<file path="src/rtl/nes_joy_pkg.sv">
// Shared definitions for the NES joypad reader: FSM states, button bit
// positions and default protocol timing at the 25 MHz system clock.
package nes_joy_pkg;

    typedef enum logic [2:0] {
        IDLE,
        LATCH,
        GAP,
        CLK_HI,
        CLK_LO,
        DONE
    } joy_state_t;

    typedef logic [7:0] buttons_t;

    localparam int NUM_PADS    = 2;
    localparam int NUM_BUTTONS = 8;

    localparam int BTN_A      = 0;
    localparam int BTN_B      = 1;
    localparam int BTN_SELECT = 2;
    localparam int BTN_START  = 3;
    localparam int BTN_UP     = 4;
    localparam int BTN_DOWN   = 5;
    localparam int BTN_LEFT   = 6;
    localparam int BTN_RIGHT  = 7;

    // 12 us latch, 6 us half serial period, ~60 Hz auto poll at 25 MHz
    localparam int DEF_LATCH_CYCLES = 300;
    localparam int DEF_HALF_CYCLES  = 150;
    localparam int DEF_POLL_PERIOD  = 416667;
    localparam int DEF_CNT_W        = 19;

endpackage

</file>
<file path="src/rtl/nes_joy_sync.sv">
// Two-flop synchronizer for an asynchronous pad data line. Resets to the
// line's idle-high level so a reset never looks like a pressed button.
module nes_joy_sync (
    input  logic clk,
    input  logic rst,
    input  logic d,
    output logic q
);

    logic [1:0] sync_reg;

    always_ff @(posedge clk or negedge rst) begin
        if (!rst) begin
            sync_reg <= 2'b11;
        end else begin
            sync_reg <= {sync_reg[0], d};
        end
    end

    assign q = sync_reg[1];

endmodule

</file>
<file path="src/rtl/nes_joypad_reader.sv">
// Polls two NES (4021 shift-register) controllers and presents their
// buttons as active-high bytes, on request or from a free-running timer.
module nes_joypad_reader
    import nes_joy_pkg::*;
#(
    parameter int LATCH_CYCLES = DEF_LATCH_CYCLES,
    parameter int HALF_CYCLES  = DEF_HALF_CYCLES,
    parameter int POLL_PERIOD  = DEF_POLL_PERIOD,
    parameter int CNT_W        = DEF_CNT_W
) (
    input  logic       clk,
    input  logic       rst,
    input  logic       poll_req,
    input  logic       joy_data_1,
    input  logic       joy_data_2,
    output logic       joy_latch,
    output logic       joy_clk_1,
    output logic       joy_clk_2,
    output logic [7:0] joycon_1,
    output logic [7:0] joycon_2,
    output logic       joy_valid,
    output logic       busy
);

    localparam logic [CNT_W-1:0] LATCH_LAST   = CNT_W'(LATCH_CYCLES - 1);
    localparam logic [CNT_W-1:0] HALF_LAST    = CNT_W'(HALF_CYCLES - 1);
    localparam bit               AUTO_POLL    = (POLL_PERIOD > 0);
    localparam logic [CNT_W-1:0] TIMER_RELOAD = AUTO_POLL ? CNT_W'(POLL_PERIOD - 1) : '0;

    joy_state_t                   state_reg;
    logic [CNT_W-1:0]             cnt_reg;
    logic [CNT_W-1:0]             timer_reg;
    logic [2:0]                   bit_reg;
    logic                         pending_reg;
    buttons_t [NUM_PADS-1:0]      shift_reg;
    buttons_t [NUM_PADS-1:0]      shift_next;
    logic     [NUM_PADS-1:0]      data_raw;
    logic     [NUM_PADS-1:0]      data_sync;

    logic latch_done;
    logic half_done;
    logic timer_expired;
    logic start_poll;
    logic sample_now;

    assign data_raw = {joy_data_2, joy_data_1};

    generate
        for (genvar gi = 0; gi < NUM_PADS; gi++) begin : g_pad
            nes_joy_sync u_sync (
                .clk (clk),
                .rst (rst),
                .d   (data_raw[gi]),
                .q   (data_sync[gi])
            );
        end
    endgenerate

    assign latch_done    = (cnt_reg == LATCH_LAST);
    assign half_done     = (cnt_reg == HALF_LAST);
    assign timer_expired = AUTO_POLL && (timer_reg == '0);
    // DONE may start the next poll directly so a queued request costs no idle cycle
    assign start_poll    = ((state_reg == IDLE) || (state_reg == DONE)) &&
                           (poll_req || pending_reg || timer_expired);
    assign sample_now    = ((state_reg == GAP) || (state_reg == CLK_LO)) && half_done;

    // Pads drive 0 for pressed; store the inverted bit so the byte is active-high
    always_comb begin
        shift_next = shift_reg;
        for (int p = 0; p < NUM_PADS; p++) begin
            shift_next[p][bit_reg] = ~data_sync[p];
        end
    end

    always_ff @(posedge clk or negedge rst) begin
        if (!rst) begin
            state_reg   <= IDLE;
            cnt_reg     <= '0;
            timer_reg   <= '0;
            bit_reg     <= '0;
            pending_reg <= 1'b0;
            shift_reg   <= '0;
            joy_latch   <= 1'b0;
            joy_clk_1   <= 1'b0;
            joy_clk_2   <= 1'b0;
            joycon_1    <= '0;
            joycon_2    <= '0;
            joy_valid   <= 1'b0;
            busy        <= 1'b0;
        end else begin
            joy_valid <= 1'b0;

            if (start_poll) begin
                timer_reg   <= TIMER_RELOAD;
                pending_reg <= 1'b0;
            end else begin
                if (timer_reg != '0) begin
                    timer_reg <= timer_reg - 1'b1;
                end
                if (busy && (poll_req || timer_expired)) begin
                    pending_reg <= 1'b1;
                end
            end

            if (sample_now) begin
                shift_reg <= shift_next;
            end

            case (state_reg)
                IDLE, DONE: begin
                    if (start_poll) begin
                        state_reg <= LATCH;
                        cnt_reg   <= '0;
                        bit_reg   <= '0;
                        shift_reg <= '0;
                        joy_latch <= 1'b1;
                        busy      <= 1'b1;
                    end else begin
                        state_reg <= IDLE;
                        busy      <= 1'b0;
                    end
                end

                LATCH: begin
                    if (latch_done) begin
                        state_reg <= GAP;
                        cnt_reg   <= '0;
                        joy_latch <= 1'b0;
                    end else begin
                        cnt_reg <= cnt_reg + 1'b1;
                    end
                end

                // Bit 0 (A) is already on the line after the latch, so it is sampled here
                GAP: begin
                    if (half_done) begin
                        state_reg <= CLK_HI;
                        cnt_reg   <= '0;
                        bit_reg   <= 3'd1;
                        joy_clk_1 <= 1'b1;
                        joy_clk_2 <= 1'b1;
                    end else begin
                        cnt_reg <= cnt_reg + 1'b1;
                    end
                end

                CLK_HI: begin
                    if (half_done) begin
                        state_reg <= CLK_LO;
                        cnt_reg   <= '0;
                        joy_clk_1 <= 1'b0;
                        joy_clk_2 <= 1'b0;
                    end else begin
                        cnt_reg <= cnt_reg + 1'b1;
                    end
                end

                CLK_LO: begin
                    if (half_done) begin
                        cnt_reg <= '0;
                        if (bit_reg == 3'd7) begin
                            // Publish including the bit sampled on this very edge
                            state_reg <= DONE;
                            busy      <= 1'b0;
                            joy_valid <= 1'b1;
                            joycon_1  <= shift_next[0];
                            joycon_2  <= shift_next[1];
                        end else begin
                            state_reg <= CLK_HI;
                            bit_reg   <= bit_reg + 3'd1;
                            joy_clk_1 <= 1'b1;
                            joy_clk_2 <= 1'b1;
                        end
                    end else begin
                        cnt_reg <= cnt_reg + 1'b1;
                    end
                end

                default: begin
                    state_reg <= IDLE;
                    cnt_reg   <= '0;
                    joy_latch <= 1'b0;
                    joy_clk_1 <= 1'b0;
                    joy_clk_2 <= 1'b0;
                    busy      <= 1'b0;
                end
            endcase
        end
    end

endmodule

</file>
<file path="config.mk">
export PLATFORM = sky130hd
export DESIGN_NAME = nes_joypad_reader
export DESIGN_NICKNAME = d
export VERILOG_FILES = /design/src/rtl/nes_joy_pkg.sv /design/src/rtl/nes_joy_sync.sv /design/src/rtl/nes_joypad_reader.sv
export SDC_FILE = /design/constraint.sdc
export NUM_CORES = 1
export LEC_CHECK = 0
export CORE_MARGIN = 10
export CORE_UTILIZATION = 45
export DETAILED_ROUTE_END_ITERATION = 16
export PLACE_DENSITY_LB_ADDON = 0.12
export SLEW_MARGIN = 20
export SYNTH_ARGS = -nofsm -noshare
export SYNTH_HDL_FRONTEND = slang
export SYNTH_SLANG_ARGS = --single-unit
</file>
<file path="constraint.sdc">
create_clock -name clk -period 2.3 [get_ports clk]
set_input_delay 0.46 -clock clk [delete_from_list [all_inputs] [get_ports clk]]
set_output_delay 0.46 -clock clk [all_outputs]
set_load 0.03 [all_outputs]
</file>
== Yosys cells after proc, flatten, opt, wreduce, memory -nomap -nowiden ==
Cells that the tools add are included.
W data, S select, Z words.

* Flip-flop bits (word level): 85
* Logic and storage cells: 107

* Add/sub/neg operators: 3
* Order comparisons: 2
* Eq/ne operators: 15
* Multiplexer cells: 42
* Bitwise operators: 5
* Reduce and logical (&&, ||, !) cells: 25

{| class="wikitable"
|+ Operators by type and width
! kind !! count
|-
| $mux W19 || 5
|-
| $pmux W19 S3 || 1
|-
| $mux W16 || 3
|-
| $mux W3 || 9
|-
| $add A19 B1 Y19 const B || 1
|-
| $eq A19 B8 Y1 const B || 1
|-
| $eq A19 B9 Y1 const B || 1
|-
| $logic_not A19 Y1 || 1
|-
| $reduce_bool A19 Y1 || 1
|-
| $sub A19 B1 Y19 const B || 1
|-
| $bwmux W8 || 2
|-
| $mux W1 || 16
|-
| $pmux W3 S5 || 1
|-
| $ne A2 B2 Y1 const B || 6
|-
| $reduce_and A5 Y1 || 2
|-
| $eq A3 B3 Y1 const B || 3
|-
| $pmux W3 S3 || 1
|-
| $reduce_and A3 Y1 || 3
|-
| $reduce_or A3 Y1 || 3
|-
| $eq A3 B2 Y1 const B || 2
|-
| $pmux W1 S3 || 2
|-
| $logic_or A1 B1 Y1 || 5
|-
| $not A1 Y1 || 5
|-
| $logic_and A1 B1 Y1 || 4
|-
| 12 further kinds || 13
|}

== Longest topological paths before layout ==
Gate-level depths: netlist of run 1.

* Depth after elaboration: 8
* Depth in mapped cells: 9
* Mapped depth without buffers: 8

== Hierarchy ==
From an unflattened synthesis of run 1, not the netlist that was laid out.

* Cell total of the unflattened synthesis: 497
* Area, all modules: 4604.4 um^2

{| class="wikitable"
|+ By module, submodules not included
! module !! times used !! cells each !! area each (um^2)
|-
| nes_joypad_reader || 1 || 493 || 4499.3
|-
| nes_joy_sync || 2 || 2 || 52.6
|}

== Worst setup path before layout of run 1 ==
Ideal clock, no wire load.

* Path kind: reg2reg
* From: reg timer_reg[0]
* To: reg timer_reg[14]
* Library setup time: 0.134 ns
* Arrival: 1.957 ns
* Path slack: 0.209 ns
* Stages on the path, launching flop included: 9
* Clock period less this slack: 2.091 ns
* Path through: dfrtp_1 -> inv_1 -> ha_1 -> or4b_2 -> nor2_1 -> nand3_1 -> nor4_1 -> xnor2_1 -> nand2_1

* Cells in the longest elaborated chain, start to end: 4
* Elaborated cells on any way between the ends: 8
* Classes of those cells: add/sub: 1; mux: 2; reduce/logical: 5

{| class="wikitable"
|+ RTL lines
! element !! RTL line !! RTL
|-
| from (decl) || nes_joypad_reader.sv:32 || <nowiki>logic [CNT_W-1:0] timer_reg;</nowiki>
|-
| from (signal assigned) || nes_joypad_reader.sv:98 || <nowiki>timer_reg <= timer_reg - 1'b1;</nowiki>
|-
| branches (longest 4 deep; another with $sub A19 B1 Y19) || n/a ||
|}

Parallel ways; which one is timed is not known. The select of a mux whose other input is x is not followed.
A chain may end at the register's enable or synchronous reset.

== Worst setup path after layout of run 1 ==
* From: reg timer_reg[5]
* To: reg cnt_reg[9]

* Cells in the longest elaborated chain, start to end: 4

{| class="wikitable"
|+ RTL lines
! element !! RTL line !! RTL
|-
| $logic_not A19 Y1 || nes_joypad_reader.sv:61 || <nowiki>assign timer_expired = AUTO_POLL && (timer_reg == '0);</nowiki>
|-
| $logic_or A1 B1 Y1 || nes_joypad_reader.sv:64 || <nowiki>(poll_req || pending_reg || timer_expired);</nowiki>
|-
| $logic_and A1 B1 Y1 || nes_joypad_reader.sv:63 || <nowiki>assign start_poll = ((state_reg == IDLE) || (state_reg == DONE)) &&</nowiki>
|-
| $ne A2 B2 Y1 (no source line) || n/a ||
|-
| to (signal assigned) || nes_joypad_reader.sv:130 || <nowiki>cnt_reg <= cnt_reg + 1'b1;</nowiki>
|-
| to (signal assigned) || nes_joypad_reader.sv:143 || <nowiki>cnt_reg <= cnt_reg + 1'b1;</nowiki>
|-
| to (signal assigned) || nes_joypad_reader.sv:154 || <nowiki>cnt_reg <= cnt_reg + 1'b1;</nowiki>
|-
| to (decl) || nes_joypad_reader.sv:31 || <nowiki>logic [CNT_W-1:0] cnt_reg;</nowiki>
|}

No other way between the ends.

==> results of run 1 <==
-- stage by stage --
| stage | setup TNS (ns) | instances | power [mW] |
|---|---|---|---|
| CTS | 0 | 614 | 2.699 |
| finish | 0 | 615 | 2.660 |
| floorplan | 0 | 452 | 1.536 |
| global placement | 0 | 598 | 1.579 |
| global route | 0 | 615 | 2.773 |
| detailed placement | -0.009256 | 598 | 1.579 |
-- placed cells by master (no fill, tap or decap), types with 10 or more instances in the layout --
cell / n
a21oi_1: 26
buf_4: 15
nor2_1: 64
nor2_2: 11
o21ai_0: 29
nand3_1: 10
clkdlybuf4s50_1: 24
nand2_1: 53
xor2_1: 21
dfrtp_1: 81
a211oi_2: 14
-- layout make-up --
class | instances | area (µm²) | share of cell area [%]
timing repair buffer | 44 | 452.9 | 8.894
clock inverter | 7 | 78.83 | 1.548
sequential | 85 | 2132 | 41.87
tap | 129 | 161.4 | 3.170
multi-input combinational | 334 | 2117 | 41.57
clock buffer | 9 | 123.9 | 2.432
inverter | 7 | 26.28 | 0.5160
-- cells in the mapped netlist (3+ instances only) --
master / n
dfrtp_1: 81
nor2_1: 65
nand2_1: 53
o21ai_0: 29
a21oi_1: 26
xor2_1: 21
a211oi_2: 14
clkbuf_1: 12
nand3_1: 11
nor2_2: 10
nand4_1: 9
nor3_1: 8
inv_1: 7
ha_1: 6
nand2b_1: 6
xnor2_1: 6
buf_4: 5
buf_6: 5
a31oi_1: 4
dfstp_2: 4
nand3b_1: 4
nor4_1: 4
or3_1: 4
a211oi_1: 3
and2_1: 3
and3_1: 3
buf_2: 3
or4_1: 3
-- logic make-up (layout without fill, tap and decap cells) --
group,count (synthesis),after routing,share of synthesized area (%)
AOI/OAI and AO/OA,95,95,15.78
xor gates and xnor gates,27,27,5.394
adders and majority gates,6,6,1.712
buffers and inverters,33,67,4.195
DFF,85,85,48.63
muxes,2,2,0.4566
and+or+nand+nor,204,204,23.83
-- routing by layer --
layer / vias up / part of all wire (%) / GRT usage (%)
li1: 1633 / - / -
met2: 50 / 46 / 19.57
met5: - / 0 / 0
met1: 1532 / 48 / 17.37
met4: 0 / 1.3 / 3.893
met3: 11 / 4.4 / 3.617
-- timing repair --
item	4_1_cts	5_1_grt
pin swaps	0	3
endpoints found under the setup margin	1	40
setup buffers	0	1
cloned	0	0
gates resized for setup	1	9
-- final timing paths --
kind | from | end | slack (ns) | depth (start not counted)
worst max-delay path | timer_reg[5] | cnt_reg[9] | 0.13 | 7
max in group asynchronous | rst | shift_reg[2] | 1.53 | 2
worst max register to register | timer_reg[5] | cnt_reg[9] | 0.13 | 7
worst min register to register | g_pad[1].u_sync.sync_reg[0] | g_pad[1].u_sync.sync_reg[1] | 0.36 | 0
min in group clk | g_pad[1].u_sync.sync_reg[0] | g_pad[1].u_sync.sync_reg[1] | 0.36 | 0
worst min-delay path | rst | joycon_2[4] | 0.14 | 1
-- worst reg2reg max path, cell delays in order, from the launching register on --
cell	delay, ns
dfrtp_1	0.43
or3_4	0.42
or3_4	0.42
o21ai_4	0.24
o22ai_1	0.13
a21oi_2	0.20
buf_12	0.17
nor2_2	0.05
-- where the power goes --
group	total [mW]	switching, mW	internal [mW]
Combinational	0.0410	0.0311	0.00985
Sequential	1.51	0.00564	1.50
Clock	1.11	0.596	0.518
==> flow_summary.json, run 1 <==
{
  "finish.utilization_pct": 54.34,
  "post-dp-hpwl_mm": 6.040,
  "worstSetupPathType": "reg -> reg",
  "cts_hold_buf": 0,
  "worst_path_max_delay_cell": "dfrtp_1",
  "clock_sinks": 85,
  "grt_pass1_vias": 3113,
  "cts_tree": "done",
  "hp-class": "in -> async",
  "drt_wl_total_mm": 8.813,
  "drt-initial-drc-count": 216,
  "grt_pass1_wl_mm": 15.32,
  "port_buffers": 25,
  "start_util_pct": 46.78,
  "p_per_area_mw_per_mm2": 522.4,
  "clock_latency_ns": 0.36,
  "hold_viol_final": 0,
  "finalHoldWorstSlack_ns": 0.1373,
  "rows": 35,
  "synthArstFlopShare_pct": 100.0,
  "post-route-period-util_pct": 94.56,
  "antenna_cells": 0,
  "place_area_mm2": 0.004833,
  "worst_slack_ns": 0.1252,
  "slew_headroom_pct": 55.31,
  "via_count": 3226,
  "drc_errors": 0,
  "cp.required_ns": 2.55,
  "drtAntennaViolNets": 0,
  "grt_max_degree": 54,
  "fin_area_mm2": 0.005092,
  "cp_num_buf_inv": 1,
  "numCtsBuffers": 9,
  "grt_usage_pct": 12.88,
  "crit_family": "simple AND/OR/NAND/NOR gates",
  "endpoint_kind": "flop",
  "ir_worst_vdd_uv": 248.0,
  "yosysTopAreaCell": "dfrtp_1",
  "synth_flop_cell": "dfrtp_1",
  "drv_slew": 0,
  "cp_common_cell": "or3_4",
  "synth-edff-count": 0,
  "coreArea_mm2": 0.009371,
  "run_status": "finished, final reports clean",
  "clockRootBuffer": "clkbuf_8",
  "critical_path_peak_fanout": 13,
  "wl_per_cell_um": 14.33,
  "gp_congestion": 0.8314,
  "dp_slack_ns": -0.009256,
  "antenna_found_initial": 0,
  "yosys_warnings": 0,
  "synth_top_area_share_pct": 46.23,
  "tightestPinTransition_ns": 0.6704,
  "syn_inst": 452,
  "fmax_ghz": 0.4598,
  "ys_ff_latch": 85,
  "areaGrowthSynthToFinish_pct": 16.15,
  "setup_viol": 0,
  "fillCellCount": 915,
  "worstPathArrival_ns": 2.43,
  "first_pass_iters": 4,
  "yosysUniqueCellTypes": 64,
  "netlist_area_mm2": 0.004384,
  "ctsLongestPathBuffers": 2,
  "io_pins": 26,
  "synth_seq_area_share_pct": 48.63,
  "p_leak_nw": 2.007,
  "die_h_um": 118.7,
  "htreeDepth": 3,
  "fp.dieArea_mm2": 0.01409,
  "worstPathCellList": "or3_4, or3_4, o21ai_4, o22ai_1, a21oi_2, buf_12, nor2_2",
  "clk_pin_slew_worst_paths_ns": 0.09,
  "grt.overflow.total": 0,
  "vias_per_cell": 5.246,
  "fin_crit_ns": 2.175,
  "ys_top_cells_by_area": "dfrtp_1 (46%), nor2_1 (5.6%), nand2_1 (4.5%), xor2_1 (4.2%), a211oi_2 (4.0%)",
  "final_nets": 492,
  "fin_skew_ns": 0.007038,
  "die_width_um": 118.7,
  "avgSynthCellArea_um2": 9.700,
  "syn-num-nets": 463,
  "layout-drive-gt1-share_pct": 18.52,
  "start_kind": "flop",
  "cap_viol_max_count": 0,
  "max_stage_delay_ns": 0.43,
  "rsz0062_at_grt": "false"
}
No activity file was read; power rests on OpenSTA's default activity.
==> run 2: changes to the inputs <==
--- a/config.mk
+++ b/config.mk
@@ -5,6 +5,7 @@
 export SDC_FILE = /design/constraint.sdc
 export NUM_CORES = 1
 export LEC_CHECK = 0
+export ABC_CLOCK_PERIOD_IN_PS = 2300
 export CORE_MARGIN = 10
 export CORE_UTILIZATION = 45
 export DETAILED_ROUTE_END_ITERATION = 16
==> results of run 2 <==
Same layout as run 1: the final DEF is identical, and so are final timing and power.
